### src/rtl/alu_issue_pkg.sv
// Shared constants, width helpers and the default-layout entry record for the
// ALU reservation station.
package alu_issue_pkg;

   localparam int ENTRIES_DEF   = 8;
   localparam int NUM_FU_DEF    = 2;
   localparam int TAG_W_DEF     = 6;
   localparam int PAYLOAD_W_DEF = 32;
   localparam int EXT_WK_DEF    = 2;

   function automatic int idx_w(input int n);
      return (n > 1) ? $clog2(n) : 1;
   endfunction

   function automatic int fu_w(input int n);
      return (n > 1) ? $clog2(n) : 1;
   endfunction

   localparam int FU_W_DEF = fu_w(NUM_FU_DEF);

   typedef struct packed {
      logic                     valid;
      logic [FU_W_DEF-1:0]      fu;
      logic [TAG_W_DEF-1:0]     src1_tag;
      logic [TAG_W_DEF-1:0]     src2_tag;
      logic                     rdy1;
      logic                     rdy2;
      logic                     dst_val;
      logic [TAG_W_DEF-1:0]     dst_tag;
      logic [PAYLOAD_W_DEF-1:0] payload;
   } rs_entry_t;

endpackage

### src/rtl/alu_issue_select_pick.sv
// Oldest-candidate picker: a candidate wins when no other candidate is older
// than it. The age matrix is a strict order, so at most one bit is granted.
module age_matrix_pick
   import alu_issue_pkg::*;
#(
   parameter int ENTRIES = ENTRIES_DEF
) (
   input  logic [ENTRIES-1:0]              i_cand,
   input  logic [ENTRIES-1:0][ENTRIES-1:0] i_older,
   output logic [ENTRIES-1:0]              o_grant,
   output logic                            o_any
);

   // Row i of i_older marks every entry that is older than entry i.
   always_comb begin
      o_grant = '0;
      for (int i = 0; i < ENTRIES; i++) begin
         o_grant[i] = i_cand[i] & ~(|(i_cand & i_older[i]));
      end
   end

   assign o_any = |o_grant;

endmodule

### src/rtl/alu_issue_select.sv
// ALU reservation station with tag wakeup (external and self) and a registered
// oldest-first issue port per ALU.
module alu_issue_select
   import alu_issue_pkg::*;
#(
   parameter int  ENTRIES   = ENTRIES_DEF,
   parameter int  NUM_FU    = NUM_FU_DEF,
   parameter int  TAG_W     = TAG_W_DEF,
   parameter int  PAYLOAD_W = PAYLOAD_W_DEF,
   parameter int  EXT_WK    = EXT_WK_DEF,
   localparam int IDX_W     = idx_w(ENTRIES),
   localparam int FU_W      = fu_w(NUM_FU),
   localparam int CNT_W     = IDX_W + 1
) (
   input  logic                        i_clk,
   input  logic                        i_reset,
   input  logic                        i_flush,
   input  logic                        i_alloc_valid,
   output logic                        o_alloc_ready,
   input  logic [FU_W-1:0]             i_alloc_fu,
   input  logic [TAG_W-1:0]            i_alloc_src1_tag,
   input  logic [TAG_W-1:0]            i_alloc_src2_tag,
   input  logic                        i_alloc_src1_rdy,
   input  logic                        i_alloc_src2_rdy,
   input  logic                        i_alloc_dst_val,
   input  logic [TAG_W-1:0]            i_alloc_dst_tag,
   input  logic [PAYLOAD_W-1:0]        i_alloc_payload,
   input  logic [EXT_WK-1:0]           i_wk_valid,
   input  logic [EXT_WK*TAG_W-1:0]     i_wk_tag,
   input  logic [NUM_FU-1:0]           i_fu_stall,
   output logic [NUM_FU-1:0]           o_iss_valid,
   output logic [NUM_FU*PAYLOAD_W-1:0] o_iss_payload,
   output logic [NUM_FU-1:0]           o_iss_dst_val,
   output logic [NUM_FU*TAG_W-1:0]     o_iss_dst_tag,
   output logic [CNT_W-1:0]            o_count
);

   localparam int NSRC = EXT_WK + NUM_FU;

   typedef struct packed {
      logic                 valid;
      logic [FU_W-1:0]      fu;
      logic [TAG_W-1:0]     src1_tag;
      logic [TAG_W-1:0]     src2_tag;
      logic                 rdy1;
      logic                 rdy2;
      logic                 dst_val;
      logic [TAG_W-1:0]     dst_tag;
      logic [PAYLOAD_W-1:0] payload;
   } entry_t;

   entry_t                           r_ent [ENTRIES];
   logic [ENTRIES-1:0][ENTRIES-1:0]  r_older;
   logic [NUM_FU-1:0]                r_iss_valid;
   logic [NUM_FU-1:0][PAYLOAD_W-1:0] r_iss_payload;
   logic [NUM_FU-1:0]                r_iss_dst_val;
   logic [NUM_FU-1:0][TAG_W-1:0]     r_iss_dst_tag;

   logic [ENTRIES-1:0]               w_valid;
   logic [ENTRIES-1:0]               w_ent_rdy;
   logic [ENTRIES-1:0]               w_granted;
   logic [ENTRIES-1:0]               w_hit1;
   logic [ENTRIES-1:0]               w_hit2;
   logic [IDX_W-1:0]                 w_free_idx;
   logic [CNT_W-1:0]                 w_count;
   logic                             w_alloc_fire;
   logic                             w_alloc_hit1;
   logic                             w_alloc_hit2;
   logic [NUM_FU-1:0][ENTRIES-1:0]   w_cand;
   logic [NUM_FU-1:0][ENTRIES-1:0]   w_grant;
   logic [NUM_FU-1:0]                w_gany;
   logic [NUM_FU-1:0]                w_g_dst_val;
   logic [NUM_FU-1:0][PAYLOAD_W-1:0] w_g_payload;
   logic [NUM_FU-1:0][TAG_W-1:0]     w_g_dst_tag;
   logic [NSRC-1:0]                  w_src_vld;
   logic [NSRC-1:0][TAG_W-1:0]       w_src_tag;
   entry_t                           w_new;

   // Occupancy, readiness and lowest-index free slot (descending scan so the lowest wins).
   always_comb begin
      w_valid    = '0;
      w_ent_rdy  = '0;
      w_count    = '0;
      w_free_idx = '0;
      for (int i = ENTRIES - 1; i >= 0; i--) begin
         w_valid[i]   = r_ent[i].valid;
         w_ent_rdy[i] = r_ent[i].valid & r_ent[i].rdy1 & r_ent[i].rdy2;
         w_count      = w_count + CNT_W'(r_ent[i].valid);
         w_free_idx   = r_ent[i].valid ? w_free_idx : IDX_W'(i);
      end
   end

   assign o_alloc_ready = ~(&w_valid);
   assign w_alloc_fire  = i_alloc_valid & o_alloc_ready & ~i_flush;
   assign o_count       = w_count;

   // Per-ALU candidate masks.
   always_comb begin
      w_cand = '0;
      for (int k = 0; k < NUM_FU; k++) begin
         for (int i = 0; i < ENTRIES; i++) begin
            w_cand[k][i] = w_ent_rdy[i] & (r_ent[i].fu == FU_W'(k)) & ~i_fu_stall[k];
         end
      end
   end

   for (genvar k = 0; k < NUM_FU; k++) begin : g_pick
      age_matrix_pick #(.ENTRIES(ENTRIES)) u_pick (
         .i_cand  (w_cand[k]),
         .i_older (r_older),
         .o_grant (w_grant[k]),
         .o_any   (w_gany[k])
      );
   end

   // Granted-entry fields per ALU and the combined wakeup source list.
   always_comb begin
      w_granted   = '0;
      w_g_payload = '0;
      w_g_dst_val = '0;
      w_g_dst_tag = '0;
      w_src_vld   = '0;
      w_src_tag   = '0;
      for (int k = 0; k < NUM_FU; k++) begin
         for (int i = 0; i < ENTRIES; i++) begin
            w_granted[i]   = w_granted[i] | w_grant[k][i];
            w_g_payload[k] = w_g_payload[k] | ({PAYLOAD_W{w_grant[k][i]}} & r_ent[i].payload);
            w_g_dst_val[k] = w_g_dst_val[k] | (w_grant[k][i] & r_ent[i].dst_val);
            w_g_dst_tag[k] = w_g_dst_tag[k] | ({TAG_W{w_grant[k][i]}} & r_ent[i].dst_tag);
         end
      end
      for (int s = 0; s < EXT_WK; s++) begin
         w_src_vld[s] = i_wk_valid[s];
         w_src_tag[s] = i_wk_tag[s*TAG_W +: TAG_W];
      end
      for (int k = 0; k < NUM_FU; k++) begin
         w_src_vld[EXT_WK+k] = w_gany[k] & w_g_dst_val[k];
         w_src_tag[EXT_WK+k] = w_g_dst_tag[k];
      end
   end

   // Tag match against resident entries and against the allocating op (bypass).
   always_comb begin
      w_hit1       = '0;
      w_hit2       = '0;
      w_alloc_hit1 = 1'b0;
      w_alloc_hit2 = 1'b0;
      for (int s = 0; s < NSRC; s++) begin
         for (int i = 0; i < ENTRIES; i++) begin
            w_hit1[i] = w_hit1[i] | (w_src_vld[s] & (r_ent[i].src1_tag == w_src_tag[s]));
            w_hit2[i] = w_hit2[i] | (w_src_vld[s] & (r_ent[i].src2_tag == w_src_tag[s]));
         end
         w_alloc_hit1 = w_alloc_hit1 | (w_src_vld[s] & (i_alloc_src1_tag == w_src_tag[s]));
         w_alloc_hit2 = w_alloc_hit2 | (w_src_vld[s] & (i_alloc_src2_tag == w_src_tag[s]));
      end
      w_new          = '0;
      w_new.valid    = 1'b1;
      w_new.fu       = i_alloc_fu;
      w_new.src1_tag = i_alloc_src1_tag;
      w_new.src2_tag = i_alloc_src2_tag;
      w_new.rdy1     = i_alloc_src1_rdy | w_alloc_hit1;
      w_new.rdy2     = i_alloc_src2_rdy | w_alloc_hit2;
      w_new.dst_val  = i_alloc_dst_val;
      w_new.dst_tag  = i_alloc_dst_tag;
      w_new.payload  = i_alloc_payload;
   end

   // Entry storage and age matrix; a new entry is younger than every resident one.
   always_ff @(posedge i_clk or posedge i_reset) begin
      if (i_reset) begin
         for (int i = 0; i < ENTRIES; i++) begin
            r_ent[i] <= '0;
         end
         r_older <= '0;
      end else if (i_flush) begin
         for (int i = 0; i < ENTRIES; i++) begin
            r_ent[i].valid <= 1'b0;
         end
      end else begin
         for (int i = 0; i < ENTRIES; i++) begin
            if (w_alloc_fire && (w_free_idx == IDX_W'(i))) begin
               r_ent[i]   <= w_new;
               r_older[i] <= w_valid;
            end else begin
               r_ent[i].valid <= r_ent[i].valid & ~w_granted[i];
               r_ent[i].rdy1  <= r_ent[i].rdy1 | w_hit1[i];
               r_ent[i].rdy2  <= r_ent[i].rdy2 | w_hit2[i];
            end
            if (w_alloc_fire) begin
               r_older[i][w_free_idx] <= 1'b0;
            end
         end
      end
   end

   // Issue ports: payload and destination hold their value when no grant.
   always_ff @(posedge i_clk or posedge i_reset) begin
      if (i_reset) begin
         r_iss_valid   <= '0;
         r_iss_payload <= '0;
         r_iss_dst_val <= '0;
         r_iss_dst_tag <= '0;
      end else if (i_flush) begin
         r_iss_valid   <= '0;
         r_iss_payload <= '0;
         r_iss_dst_val <= '0;
         r_iss_dst_tag <= '0;
      end else begin
         for (int k = 0; k < NUM_FU; k++) begin
            r_iss_valid[k] <= w_gany[k];
            if (w_gany[k]) begin
               r_iss_payload[k] <= w_g_payload[k];
               r_iss_dst_val[k] <= w_g_dst_val[k];
               r_iss_dst_tag[k] <= w_g_dst_tag[k];
            end
         end
      end
   end

   assign o_iss_valid   = r_iss_valid;
   assign o_iss_payload = r_iss_payload;
   assign o_iss_dst_val = r_iss_dst_val;
   assign o_iss_dst_tag = r_iss_dst_tag;

endmodule

### config.mk
export PLATFORM = sky130hd
export DESIGN_NAME = alu_issue_select
export DESIGN_NICKNAME = d
export VERILOG_FILES = /design/src/rtl/alu_issue_pkg.sv /design/src/rtl/alu_issue_select_pick.sv /design/src/rtl/alu_issue_select.sv
export SDC_FILE = /design/constraint.sdc
export NUM_CORES = 2
export LEC_CHECK = 0
export BUFFER_PORTS_ARGS = -buffer_cell sky130_fd_sc_hd__buf_2
export CAP_MARGIN = 15
export CORE_MARGIN = 3
export CORE_UTILIZATION = 26
export CTS_CLUSTER_SIZE = 30
export DETAILED_ROUTE_END_ITERATION = 10
export PLACE_DENSITY_LB_ADDON = 0.3
export SETUP_SLACK_MARGIN = 0.1
export SLEW_MARGIN = 20
export SYNTH_ARGS = -nofsm -noshare
export SYNTH_HDL_FRONTEND = slang
export SYNTH_SLANG_ARGS = --single-unit
### constraint.sdc
create_clock -name i_clk -period 20.8 [get_ports i_clk]
set_input_delay 4.16 -clock i_clk [delete_from_list [all_inputs] [get_ports i_clk]]
set_output_delay 4.16 -clock i_clk [all_outputs]
set_load 0.01 [all_outputs]
==> flow_summary.yaml <==
job:
  maxCapViolCount: 0
sta:
  skew_ps: 21.2
  slew_viol_final: 0
  setup_tns_ps: 0
  finalCritPeriodShare: 0.400
  tightestPinTransition_ps: 1170
  hold_viol: 0
  fmax_ghz: 0.120
  rsz0062_at_grt: "no"
  finalSetupViolCount: 0
  relSlewSlack: 0.217
  finalCriticalPeriod_ps: 8320
pwr:
  p_per_area_nw_per_um2: 78.7
  cellLeakagePower_uw: 0.0169
  ir_drop_v: 0.0000548
clocking:
  clkTransAtPathRegs_ps: 60
  clkLatencyLatePin_ps: 630
  cts_setup_buffers: 0
  clock-root-buffer: "clkbuf_16"
  cts_tree: "done"
  cts_made_buffers: 66
  cts.sinks: 584
  cts.htree.levels: 3
  cts_resized: 0
  cts_hold_buf: 0
  cts_buffer_depth: 3
layout:
  fin_nets: 3859
  area_growth_pct: 12.4
  post-route-util: 0.295
  multi_input_area_um2: 16600
  layout_common_cells: "nand2_1, dfrtp_1, xnor2_1"
  fill_cells: 13300
  layout_commonest_cell: "nand2_1"
  drive_gt1_frac: 0.103
  layout.area.seq_um2: 14600
placed_design:
  gp_congestion: 0.960
  io_buffers: 158
  dp_hpwl_um: 88100
grt:
  overflow: 0
  grt_pass1_vias: 28800
  antenna_found_initial: 19
  grt_pass1_wl_um: 207000
  grt_max_degree: 178
  track_usage: 0.211
die:
  die_height_um: 362
  rows: 130
  core_um2: 126000
  die_w_um: 362
  start_util: 0.262
  io_pins: 159
  die_area_um2: 131000
yosys:
  synth-edff-count: 0
  avgSynthCellArea_um2: 8.48
  ys_async_sr_fraction: 1.00
  ys_types: 76
  seq_area_frac_synth: 0.443
  syn_inst: 3889
  netlist.area_leader.share: 0.443
  ys_ff_latch: 584
  synthFlopType: "dfrtp_1"
  yosys-top-cells-area: "dfrtp_1, nand2_1, xnor2_1, a22oi_1, xor2_1"
  synth.cell_area_um2: 33000
  yosysWarnings: 0
  syn_nets: 3972
  synth_top_cell_by_area: "dfrtp_1"
critical_path:
  critPathSlowestCell: "and2_2"
  max_stage_delay_ps: 1060
  crit_path_frequent_cell: "buf_4"
  worst-endpoint-arrival_ps: 8790
  critPathMaxFanout: 53
  end_kind: "flip-flop"
  cp_data_required_time_ps: 21260
  worstPathCellList: "buf_2, buf_4, and3b_1, and3_1, nor4_2, and2_2, a22oi_1, and4_1, buf_4, xor2_1, nand4_1, nor3b_2, o221ai_1"
  worst-path-buf-inv: 3
  r2r-start: "r_ent[439]"
  critPathKind: "input port to flip-flop"
  startpoint_type: "input port"
  crit_family: "simple AND/OR/NAND/NOR gates"
  cp-startpoint: "i_fu_stall[1]"
detailed_routing:
  antenna_left: 0
  avgRoutedWirePerCell_um: 25.9
  drt_wl_total_um: 142000
  drcViolationCount: 0
  num_vias: 29700
  viasPerCell: 5.42
  dr.pass1.iters: 7
  drtIter0Drc: 3409
run_status:
  status: "finished, final reports clean"
hold_path:
  hold_start: "r_ent[360]"
  hp-class: "flip-flop to flip-flop"
[state kept, by name, indices dropped and copies added, names as in the netlist]
register,flops
o_iss_dst_val,2
r_ent,440
o_iss_valid,2
o_iss_dst_tag,12
r_older,64
o_iss_payload,64
[power by group]
part / internal (µW) / leakage, µW / total [µW] / switching, µW
Sequential: 1230 / 0.00780 / 1370 / 137
Combinational: 127 / 0.00807 / 335 / 208
Clock: 705 / 0.00107 / 1210 / 508
[per-layer routing]
| metal | vias up | routed length, µm | GRT usage |
|---|---|---|---|
| met5 | - | 47 | 0 |
| met2 | 1457 | 64000 | 0.335 |
| met4 | 6 | 6330 | 0.0931 |
| met3 | 337 | 10300 | 0.0317 |
| li1 | 13100 | - | - |
| met1 | 14800 | 61100 | 0.285 |
[tightest hold or removal path: cells and delay by family, from the launching register on]
family,cells,cell delay (ps)
flip-flops,1,360
AND/OR/NAND/NOR,2,120
[final timing paths]
check / end / depth (start not counted) / slack (ps)
max in group asynchronous: r_older[30] / 5 / 14080
worst max-delay path: r_ent[94] / 13 / 12480
worst max register to register: r_ent[94] / 12 / 15590
min in group asynchronous: r_ent[156] / 2 / 3760
worst min-delay path: r_ent[360] / 2 / 500
worst min register to register: r_ent[360] / 2 / 500
[area by class of cell]
class	instances	share of cell area
flip-flops and latches	584	0.394
well taps	1650	0.0557
inverters	69	0.00719
clock buffers	98	0.0527
repair buffers	217	0.0346
clock inverters	17	0.00655
diodes	8	0.000540
multi-input cells	2838	0.448
[kinds of logic after synthesis]
kind of cell	share of synthesized area
adder cells (fa/ha/maj)	0.00433
XOR/XNOR	0.105
buffers and inverters	0.0607
AO/OA/AOI/OAI	0.134
flip-flops	0.443
AND/OR/NAND/NOR	0.253
[cell usage after synthesis (72+ instances only)]
master,instances
o21ai_0,90
a22o_1,73
a22oi_1,203
nand3_1,78
nand4_1,121
xor2_1,151
clkbuf_1,241
dfrtp_1,584
xnor2_1,241
a21oi_1,72
nor4_1,101
nand2_1,1247
nor3_1,73
[per-stage QoR]
stage	hold WS [ps]	instance area, µm²	power (µW)	instances	setup WS [ps]
final	501	37100	2920	5481	12480
after global routing	515	37100	3040	5478	12250
after CTS	499	37000	2940	5472	12320
after detailed placement	483	34800	1720	5357	11650
after global placement	477	34800	1720	5356	11780
after floorplan	446	33000	1590	3889	299
Power figures use the tool's default switching activity.
